`src/rtl/std_round_robin_arbiter.sv`:
```
// Registered round-robin arbiter with grant lock-until-ack.
// Produces a onehot-or-zero grant vector plus its binary index. Both come
// straight from flops, so there is no combinational path from any input to
// any output.
//
// Handshake: a grant is presented while o_valid=1 and is held unchanged
// until i_ack=1 is sampled at a rising edge. On that edge priority moves to
// the index after the acknowledged requester, and a new grant may be issued
// in the same edge (no idle bubble). i_ack sampled while o_valid=0 has no
// effect.
module std_round_robin_arbiter #(
  parameter int REQUESTS = 8,
  localparam int INDEX_WIDTH = $clog2(REQUESTS)
) (
  input  logic                   i_clk,
  input  logic                   i_rst,
  input  logic                   i_en,
  input  logic [REQUESTS-1:0]    i_request,
  input  logic                   i_ack,
  output logic                   o_valid,
  output logic [REQUESTS-1:0]    o_grant,
  output logic [INDEX_WIDTH-1:0] o_grant_index
);

  // The FSM state is directly observable as o_valid (GRANTED <=> o_valid=1).
  typedef enum logic {
    ST_IDLE    = 1'b0,
    ST_GRANTED = 1'b1
  } state_e;

  state_e                 state_q;
  logic [REQUESTS-1:0]    grant_q;
  logic [INDEX_WIDTH-1:0] index_q;
  logic [INDEX_WIDTH-1:0] ptr_q;

  logic [INDEX_WIDTH-1:0] ack_ptr_d;
  logic [INDEX_WIDTH-1:0] base_ptr_d;
  logic                   sel_found_d;
  logic [INDEX_WIDTH-1:0] sel_idx_d;
  logic [REQUESTS-1:0]    sel_onehot_d;

  // Priority start: the slot after the current grant when re-arbitrating on
  // ack, otherwise the stored pointer. The wrap is explicit so that
  // non-power-of-two sizes never produce an out-of-range index.
  always_comb begin
    if (index_q == INDEX_WIDTH'(REQUESTS - 1)) begin
      ack_ptr_d = '0;
    end else begin
      ack_ptr_d = index_q + INDEX_WIDTH'(1);
    end
    base_ptr_d = (state_q == ST_GRANTED) ? ack_ptr_d : ptr_q;
  end

  // Search upward from base_ptr_d for the first set request, wrapping at REQUESTS.
  always_comb begin
    int                     pos;
    logic [INDEX_WIDTH-1:0] pos_w;
    pos          = 0;
    pos_w        = '0;
    sel_found_d  = 1'b0;
    sel_idx_d    = '0;
    sel_onehot_d = '0;
    for (int k = 0; k < REQUESTS; k++) begin
      pos = int'(base_ptr_d) + k;
      if (pos >= REQUESTS) begin
        pos = pos - REQUESTS;
      end
      pos_w = INDEX_WIDTH'(pos);
      if (!sel_found_d && i_request[pos_w]) begin
        sel_found_d = 1'b1;
        sel_idx_d   = pos_w;
      end
    end
    if (sel_found_d) begin
      sel_onehot_d[sel_idx_d] = 1'b1;
    end
  end

  // Grant FSM: issue from IDLE, hold while unacknowledged, re-arbitrate on ack.
  always_ff @(posedge i_clk) begin
    if (i_rst) begin
      state_q <= ST_IDLE;
      grant_q <= '0;
      index_q <= '0;
      ptr_q   <= '0;
    end else begin
      case (state_q)
        ST_IDLE: begin
          if (i_en && sel_found_d) begin
            state_q <= ST_GRANTED;
            grant_q <= sel_onehot_d;
            index_q <= sel_idx_d;
          end
        end
        ST_GRANTED: begin
          if (i_ack) begin
            ptr_q <= ack_ptr_d;
            if (i_en && sel_found_d) begin
              grant_q <= sel_onehot_d;
              index_q <= sel_idx_d;
            end else begin
              state_q <= ST_IDLE;
              grant_q <= '0;
              index_q <= '0;
            end
          end
        end
        default: begin
          state_q <= ST_IDLE;
          grant_q <= '0;
          index_q <= '0;
        end
      endcase
    end
  end

  assign o_valid       = (state_q == ST_GRANTED);
  assign o_grant       = grant_q;
  assign o_grant_index = index_q;

endmodule

```
`config.mk`:
```
export PLATFORM = sky130hd
export DESIGN_NAME = std_round_robin_arbiter
export DESIGN_NICKNAME = d
export VERILOG_FILES = /design/src/rtl/std_round_robin_arbiter.sv
export SDC_FILE = /design/constraint.sdc
export NUM_CORES = 1
export LEC_CHECK = 0
export ABC_AREA = 1
export CAP_MARGIN = 0
export CORE_ASPECT_RATIO = 0.75
export CORE_MARGIN = 2
export CORE_UTILIZATION = 45
export DETAILED_ROUTE_END_ITERATION = 16
export PLACE_DENSITY = 0.68
export SYNTH_ARGS = -nofsm -noshare
export SYNTH_HDL_FRONTEND = slang
export SYNTH_SLANG_ARGS = --single-unit
```
`constraint.sdc`:
```
create_clock -name i_clk -period 4.6 [get_ports i_clk]
set_clock_uncertainty 0.05 [all_clocks]
set_input_delay 0.92 -clock i_clk [delete_from_list [all_inputs] [get_ports i_clk]]
set_output_delay 0.92 -clock i_clk [all_outputs]
set_load 0.05 [all_outputs]
```
Word-level counts from Yosys, hierarchy flattened --
Cells that the tools add are included.
Operators by class: $add $sub $neg 16, order comparisons 18, equal/unequal tests 3, multiplexer cells 56, bitwise logic cells 1, reductions and logical operators 18
Operators with widths (count):
- 3-bit two-way mux | 21
- 3-bit by 4-bit < comparator with 1-bit output, second input constant | 9
- 8-bit two-way mux | 4
- 4-bit >= comparator, second input constant | 7
- 1-bit binary-select mux with 3-bit select | 8
- 3-bit by 1-bit subtractor with 3-bit output, second input constant | 8
- 1-bit two-way mux | 19
- 3-bit by 3-bit adder with 4-bit output, second input constant | 4
- 8-bit case mux with 2 select lines | 1
- 1-bit logical AND | 9
- 3-bit by 2-bit adder with 4-bit output, second input constant | 2
- 1-bit zero test | 7
- 3-bit case mux with 2 select lines | 1
- 3-bit by 1-bit adder with 4-bit output, second input constant | 1
- 3-bit by 4-bit >= comparator with 1-bit output, second input constant | 1
- 2-bit inequality test, second input constant | 2
- 2-bit AND reduction | 2
- 3-bit by 1-bit adder with 3-bit output, second input constant | 1
- 1-bit demux with 3-bit select | 1
- 3-bit == test, second input constant | 1
- 3-bit by 1-bit >= comparator with 1-bit output, second input constant | 1
- 1-bit case mux with 2 select lines | 1
- 1-bit inverter | 1
Word-level totals: register bits 15, word-level logic and storage cells 116

Longest topological paths before layout --
Gate-level depths: netlist of the first run.
word-level depth 37, gate-level depth with buffers 25, mapped depth without buffers 24

Worst setup path after synthesis of the first run --
OpenSTA, ideal clock, no wires.
path type register to register, start register index_q[0] (netlist: o_grant_index[0]), end register grant_q[0] (netlist: o_grant[0]), data arrival time 3.269 ns, required time 4.480 ns, path slack 1.211 ns, cell stages (with the launch flop) 22, clock period less this slack 3.389 ns, cells stage by stage dfxtp_1 > ha_1 > ha_1 > nor2_1 > nand2_2 > nand2_4 > buf_6 > inv_1 > ha_1 > inv_1 > nand3_1 > nand3_2 > nand2_2 > nor2_8 > nand4_4 > nor2_4 > nand3b_4 > nand2_4 > nor2_8 > nor2_8 > nand2_1 > a21oi_1
On the way: cells in the longest elaborated chain, start to end 37, elaborated cells on any way between the ends 94, those cells by class 16 x add/sub; 10 x order compare; 2 x eq/ne; 49 x mux; 17 x reduce/logical
Ends and longest elaborated chain:
- start, declared | line 33 | logic [INDEX_WIDTH-1:0] index_q;
- start signal, assigned | line 92 | index_q <= sel_idx_d;
- start signal, assigned | line 100 | index_q <= sel_idx_d;
- 3-bit by 1-bit adder with 3-bit output / 3-bit == test (equally long branches) | line 49, 46
- 3-bit two-way mux (*) | line 46 | if (index_q == INDEX_WIDTH'(REQUESTS - 1)) begin
- 3-bit two-way mux (*) | line 51 | base_ptr_d = (state_q == ST_GRANTED) ? ack_ptr_d : ptr_q;
- parallel branches: the longest is 34 deep, another holds 3-bit by 1-bit adder with 4-bit output
- end signal, assigned | line 91 | grant_q <= sel_onehot_d;
- end signal, assigned | line 99 | grant_q <= sel_onehot_d;
- end, declared | line 32 | logic [REQUESTS-1:0] grant_q;
Every way passes the cells marked *. The select of a mux whose other input is x is not followed. A chain may end at the register's enable or synchronous reset.

Worst setup path in the final report of the first run --
start register index_q[0] (netlist: o_grant_index[0]), end register grant_q[5] (netlist: o_grant[5])
Same word-level chain as after synthesis.

==> flow_metrics.env, run 1 <==
export IMPL_status="complete, no violations"
export IMPL_synth_compound_area_share_pct=8.78
export IMPL_p_per_area_nw_per_um2=374
export IMPL_tns_ns=0
export IMPL_r2r_cells=20
export IMPL_min_to="o_grant[4]"
export IMPL_worstPathRequired_ns=4.72
export IMPL_die_w_um=75.2
export IMPL_yosys_warnings=0
export IMPL_holdBufCountCts=0
export IMPL_clockBufferDepth=2
export IMPL_slew_violations=0
export IMPL_worstSetupPathType="flip-flop to flip-flop"
export IMPL_min_period_ns=3.68
export IMPL_track_usage_pct=21.4
export IMPL_stdcell_count=346
export IMPL_area_delta_synth_final_pct=15.9
export IMPL_crit_fanout=15
export IMPL_layout_nets=311
export IMPL_synthMostInstantiatedCell="nand2_1"
export IMPL_overflow=0
export IMPL_avgSynthCellArea_sq_um=6.24
export IMPL_synth_xor_area_share_pct=1.46
export IMPL_grt_start_max_net_pins=16
export IMPL_drv_cap=0
export IMPL_start_util_pct=46.7
export IMPL_synthTopCellsByArea="dfxtp_1, nand3_1, nand2_1"
export IMPL_reg2reg_to="o_grant[5]"
export IMPL_fin_crit_sh_pct=80.0
export IMPL_numCtsBuffers=3
export IMPL_synth_seq_cells=15
export IMPL_clock_root_buffer="clkbuf_8"
export IMPL_critPathSlowestCell="ha_1"
export IMPL_muxShareOfSynthArea_pct=0
export IMPL_critPathMaxStageDelay_ns=0.38
export IMPL_vias=1741
export IMPL_cp_top_family="simple AND/OR/NAND/NOR gates"
export IMPL_synth_top_cell_area_share_pct=17.6
export IMPL_ys_types=31
export IMPL_synth_top_family_by_area="simple AND/OR/NAND/NOR gates"
export IMPL_diodes=0
export IMPL_rows=19
export IMPL_r2r_slack_ns=0.92
export IMPL_clock_sinks=15
export IMPL_hold_depth=2
export IMPL_synth_simple_gate_area_share_pct=57.7
export IMPL_dp_cells=342
export IMPL_route_detailed_drc=0
export IMPL_yosysSeqAreaShare_pct=17.6
export IMPL_netlist_instances=274
export IMPL_viasPerCell=5.03
export IMPL_ctsResizeCount=0
export IMPL_clock_latency_ns=0.24
export IMPL_fmax_mhz=272
export IMPL_first_global_vias=1466
export IMPL_yosysTopAreaCell="dfxtp_1"
export IMPL_final_util_pct=54.1
export IMPL_core_area_sq_um=3660
export IMPL_die_area_sq_um=4320
export IMPL_p_leak_nw=0.957
export IMPL_ios=24
export IMPL_relSlewSlack_pct=59.8
export IMPL_critPathCaptureType="flip-flop"
export IMPL_worstPathArrival_ns=3.80
export IMPL_die_h_um=57.4
export IMPL_synth_area_sq_um=1710
export IMPL_cts_tree="yes"
export IMPL_htree_levels=1
export IMPL_grt_antenna_before_repair=0
export IMPL_r2r_start="o_grant_index[0]"
export IMPL_synthTopCellsByCount="nand2_1, nand3_1, inv_1, nor2_1, dfxtp_1"
export IMPL_hold_violations=0
export IMPL_routedWlPerCell_um=11.8
export IMPL_portBuffers=23
export IMPL_synth_main_ff_cell="dfxtp_1"
export IMPL_ys_async_sr_fraction_pct=0
export IMPL_detailed_place_hpwl_um=3310
export IMPL_worst_pin_slew_ns=0.604
export IMPL_hold_class="flip-flop to flip-flop"
export IMPL_finalSetupViolations=0
export IMPL_gp_congestion=0.898
export IMPL_syn_nets=290
export IMPL_cp_num_buf_inv=2
export IMPL_drive_above_1_share_pct=11.9
export IMPL_grt_pass1_wl_um=7110
export IMPL_worst_setup_path_start_kind="flip-flop"
export IMPL_synthAdderAreaFrac_pct=2.93
export IMPL_wirelength_um=4080
export IMPL_ant_nets=0
export IMPL_clk_pin_slew_ns=0.06
export IMPL_min_from="o_grant[4]"
export IMPL_crit_chain="ha_1 -> ha_1 -> nor2_1 -> nand2_2 -> nand2_4 -> inv_1 -> ha_1 -> inv_1 -> nand3_1 -> nand3_2 -> nand2_2 -> nor2_8 -> nand4_4 -> nor2_4 -> nand3b_4 -> nand2_4 -> nor2_8 -> nor2_8 -> nand2_1 -> a21oi_1"
export IMPL_drtIter0Drc=175
export IMPL_synth_edf_count=0
export IMPL_rsz0062_at_grt="false"
export IMPL_cts_setup_buffers=0
export IMPL_drt_pass1_iterations=4
export IMPL_peakVddDrop_mv=0.192
==> stage by stage <==
step	area, sq um	hold slack (ns)	setup slack [ns]	total power, mW
6_report	1980	0.410	0.921	0.741
5_1_grt	1980	0.430	0.607	0.809
4_1_cts	1980	0.414	0.942	0.743
3_5_place_dp	1940	0.405	0.960	0.635
3_3_place_gp	1940	0.400	1.09	0.637
2_1_floorplan	1710	0.398	1.21	0.540
==> cell type report <==
cell class | count | area [sq um]
Fill cell | 389 | 1680
Tap cell | 52 | 65.1
Inverter | 33 | 129
Sequential cell | 15 | 300
Clock buffer | 4 | 45.0
Multi-Input combinational cell | 219 | 1210
Timing Repair Buffer | 23 | 230
==> where the power goes <==
group	internal [mW]	switching (mW)	leakage, nW
sequential	0.146	0.0114	0.122
combinational	0.151	0.329	0.812
clock	0.0612	0.0427	0.0228
==> worst min-delay path, cell delays in order (launching register included) <==
cell	delay (ns)
dfxtp_1	0.31
nand2_1	0.06
a21oi_1	0.05
==> cell families after synthesis <==
logic type | after synthesis
AOI/OAI and AO/OA | 23
buffers and inverters | 40
xor gates and xnor gates | 2
and+or+nand+nor | 190
adders and majority gates | 4
DFF | 15
==> worst max path at each step <==
stage	start	to	cells after the start
floorplan	o_grant_index[0]	o_grant[0]	21
CTS	o_grant_index[0]	o_grant[5]	20
global placement	o_grant_index[0]	o_grant_index[2]	20
detailed placement	o_grant_index[0]	o_grant[5]	20
finish	o_grant_index[0]	o_grant[5]	20
global route	o_grant_index[0]	o_grant[1]	20
==> per-layer routing <==
metal	track usage (%)	up-vias	part of all wire [%]	wire length [um]
met5	0	-	0	0
met4	2.26	0	0	0
met3	4.42	0	7.1	290
met2	27.7	53	40	1630
met1	36.3	746	53	2160
li1	-	942	-	-
==> sequential cells by signal, summed over array words and instances (netlist names) <==
name,cells
ptr_q,3
o_grant_index,3
o_grant,8
o_valid,1
==> cell usage in the layout, fill, tap and decap left out, types with 3 or more instances in the layout <==
cell type        count
nand2_1             74
nand3_1             56
inv_1               29
nor2_1              28
clkdlybuf4s50_1     23
dfxtp_1             15
a21oi_1             13
nand2_2              7
nand3_2              6
nand4_1              6
o21ai_0              4
ha_1                 4
nor2_8               3
clkbuf_8             3
No activity file was read; power rests on OpenSTA's default activity.
==> run 2, diff against run 1 <==
--- a/config.mk
+++ b/config.mk
@@ -11,7 +11,7 @@
 export CORE_MARGIN = 2
 export CORE_UTILIZATION = 45
 export DETAILED_ROUTE_END_ITERATION = 16
-export PLACE_DENSITY = 0.68
+export PLACE_DENSITY = 0.7
 export SYNTH_ARGS = -nofsm -noshare
 export SYNTH_HDL_FRONTEND = slang
 export SYNTH_SLANG_ARGS = --single-unit
==> constraint.sdc (replaced) <==
create_clock -name i_clk -period 3.1 [get_ports i_clk]
set_clock_uncertainty 0.05 [all_clocks]
set_input_delay 0.62 -clock i_clk [delete_from_list [all_inputs] [get_ports i_clk]]
set_output_delay 0.62 -clock i_clk [all_outputs]
set_load 0.05 [all_outputs]
==> flow_metrics.env, run 2 (synthesis results as in run 1) <==
export IMPL_min_period_ns=2.98
export IMPL_track_usage_pct=22.0
export IMPL_drtIter0Drc=220
export IMPL_hold_violations=0
export IMPL_finalSetupViolations=0
export IMPL_status="complete, no violations"
export IMPL_clock_root_buffer="clkbuf_8"
export IMPL_drv_cap=0
export IMPL_relSlewSlack_pct=63.2
export IMPL_r2r_slack_ns=0.12
export IMPL_crit_fanout=7
export IMPL_grt_pass1_wl_um=7390
export IMPL_power_mw=1.34
export IMPL_fin_crit_sh_pct=96.1
export IMPL_dp_worst_setup_slack_ns=0.0116
export IMPL_numCtsBuffers=3
export IMPL_setup_slack_ns=0.121
export IMPL_route_detailed_drc=0
export IMPL_htree_levels=1
export IMPL_drt_pass1_iterations=5
export IMPL_crit_chain="ha_4 -> ha_4 -> nor2_4 -> nand2_2 -> nand2_4 -> inv_4 -> ha_4 -> inv_6 -> nand2_2 -> nand3_2 -> nand2_4 -> nor2_8 -> nand4_4 -> nor2_1 -> nor2_1 -> nand2_1 -> nand2_2 -> nand3_4 -> nor2_4 -> nand2_2 -> a21oi_2"
export IMPL_detailed_place_hpwl_um=3630
export IMPL_portBuffers=23
export IMPL_clock_sinks=15
export IMPL_cts_tree="yes"
export IMPL_peakVddDrop_mv=0.490
export IMPL_worstPathRequired_ns=3.23
export IMPL_viasPerCell=5.34
export IMPL_die_area_sq_um=4320
export IMPL_hold_class="flip-flop to flip-flop"
export IMPL_rows=19
export IMPL_clock_latency_ns=0.25
export IMPL_core_area_sq_um=3660
export IMPL_die_h_um=57.4
export IMPL_ant_nets=0
export IMPL_worstPathArrival_ns=3.11
export IMPL_largest_reg_flops=8
export IMPL_ios=24
export IMPL_drive_above_1_share_pct=30.1
export IMPL_overflow=0
export IMPL_min_from="o_grant[4]"
export IMPL_path_common_cell="nand2_2"
export IMPL_die_w_um=75.2
export IMPL_fmax_mhz=336
export IMPL_final_util_pct=65.4
export IMPL_critPathMaxStageDelay_ns=0.35
export IMPL_area_delta_synth_final_pct=40.0
export IMPL_p_per_area_nw_per_um2=558
export IMPL_clk_pin_slew_ns=0.06
export IMPL_wirelength_um=5020
export IMPL_place_area_sq_um=2070
export IMPL_vias=1982
export IMPL_first_global_vias=1602
export IMPL_startpoint="o_grant_index[0]"
export IMPL_cp_num_buf_inv=2
export IMPL_final_cell_mix="nand2_1, nand3_1, inv_1"
export IMPL_layout_nets=336
export IMPL_routedWlPerCell_um=13.5
export IMPL_critPathSlowestCell="dfxtp_4"
export IMPL_worst_pin_slew_ns=0.550
export IMPL_grt_antenna_before_repair=0
export IMPL_cp_top_family="simple AND/OR/NAND/NOR gates"
export IMPL_worst_setup_path_start_kind="flip-flop"
export IMPL_p_leak_nw=1.12
export IMPL_final_area_sq_um=2390
export IMPL_slew_violations=0
export IMPL_final_common_cell="nand2_1"
export IMPL_diodes=0
export IMPL_critPathCaptureType="flip-flop"
export IMPL_r2r_start="o_grant_index[0]"
export IMPL_start_util_pct=46.7
export IMPL_clockBufferDepth=2
export IMPL_worstSetupPathType="flip-flop to flip-flop"
export IMPL_gp_congestion=0.917
export IMPL_grt_start_max_net_pins=15
export IMPL_holdWs_ns=0.409
## run 2: worst register-to-register path, delay by kind of cell, from the launching register on
| family | cells | cell delay (ns) |
|---|---|---|
| adders and majority gates | 3 | 0.64 |
| and+or+nand+nor | 15 | 1.63 |
| buffers and inverters | 2 | 0.11 |
| DFF | 1 | 0.35 |
| AOI/OAI and AO/OA | 1 | 0.13 |
## run 2: power by group
part	switching [mW]	leakage, nW	internal, mW	total [mW]
Combinational	0.594	0.970	0.345	0.940
Clock	0.0697	0.0228	0.0911	0.161
Sequential	0.0178	0.124	0.218	0.236
Total	0.682	1.12	0.655	1.34
## run 2: final cells by class
class	instances	area, sq um
multi-input combinational	219	1410
fill	328	1270
timing repair buffer	48	425
sequential	15	309
inverter	33	136
tap	52	65.1
clock buffer	4	45.0
## run 2: metal layers
layer	GRT usage, %	routed length (um)	up-vias
li1	-	-	986
met5	0	0	-
met3	5.30	373	6
met2	29.8	2160	82
met1	35.6	2450	908
met4	2.51	31	0
## run 2: path summary, 6_finish.rpt
kind / to / cells after the start
max: o_grant[1] / 21
min: o_grant[4] / 2
max reg2reg: o_grant[1] / 21
min reg2reg: o_grant[4] / 2
## run 2: timing repair
item                                    in CTS  in global routing
pin swaps                                    1                 25
endpoints found under the setup margin       1                 11
setup buffers                                0                 10
hold buffers                                 0                  0
gates resized for setup                      0                 47
## run 2: per-stage QoR
stage	setup TNS, ns	std cells
2_1_floorplan	0	274
3_3_place_gp	0	357
3_5_place_dp	0	357
4_1_cts	0	361
5_1_grt	-0.0874	371
6_report	0	371
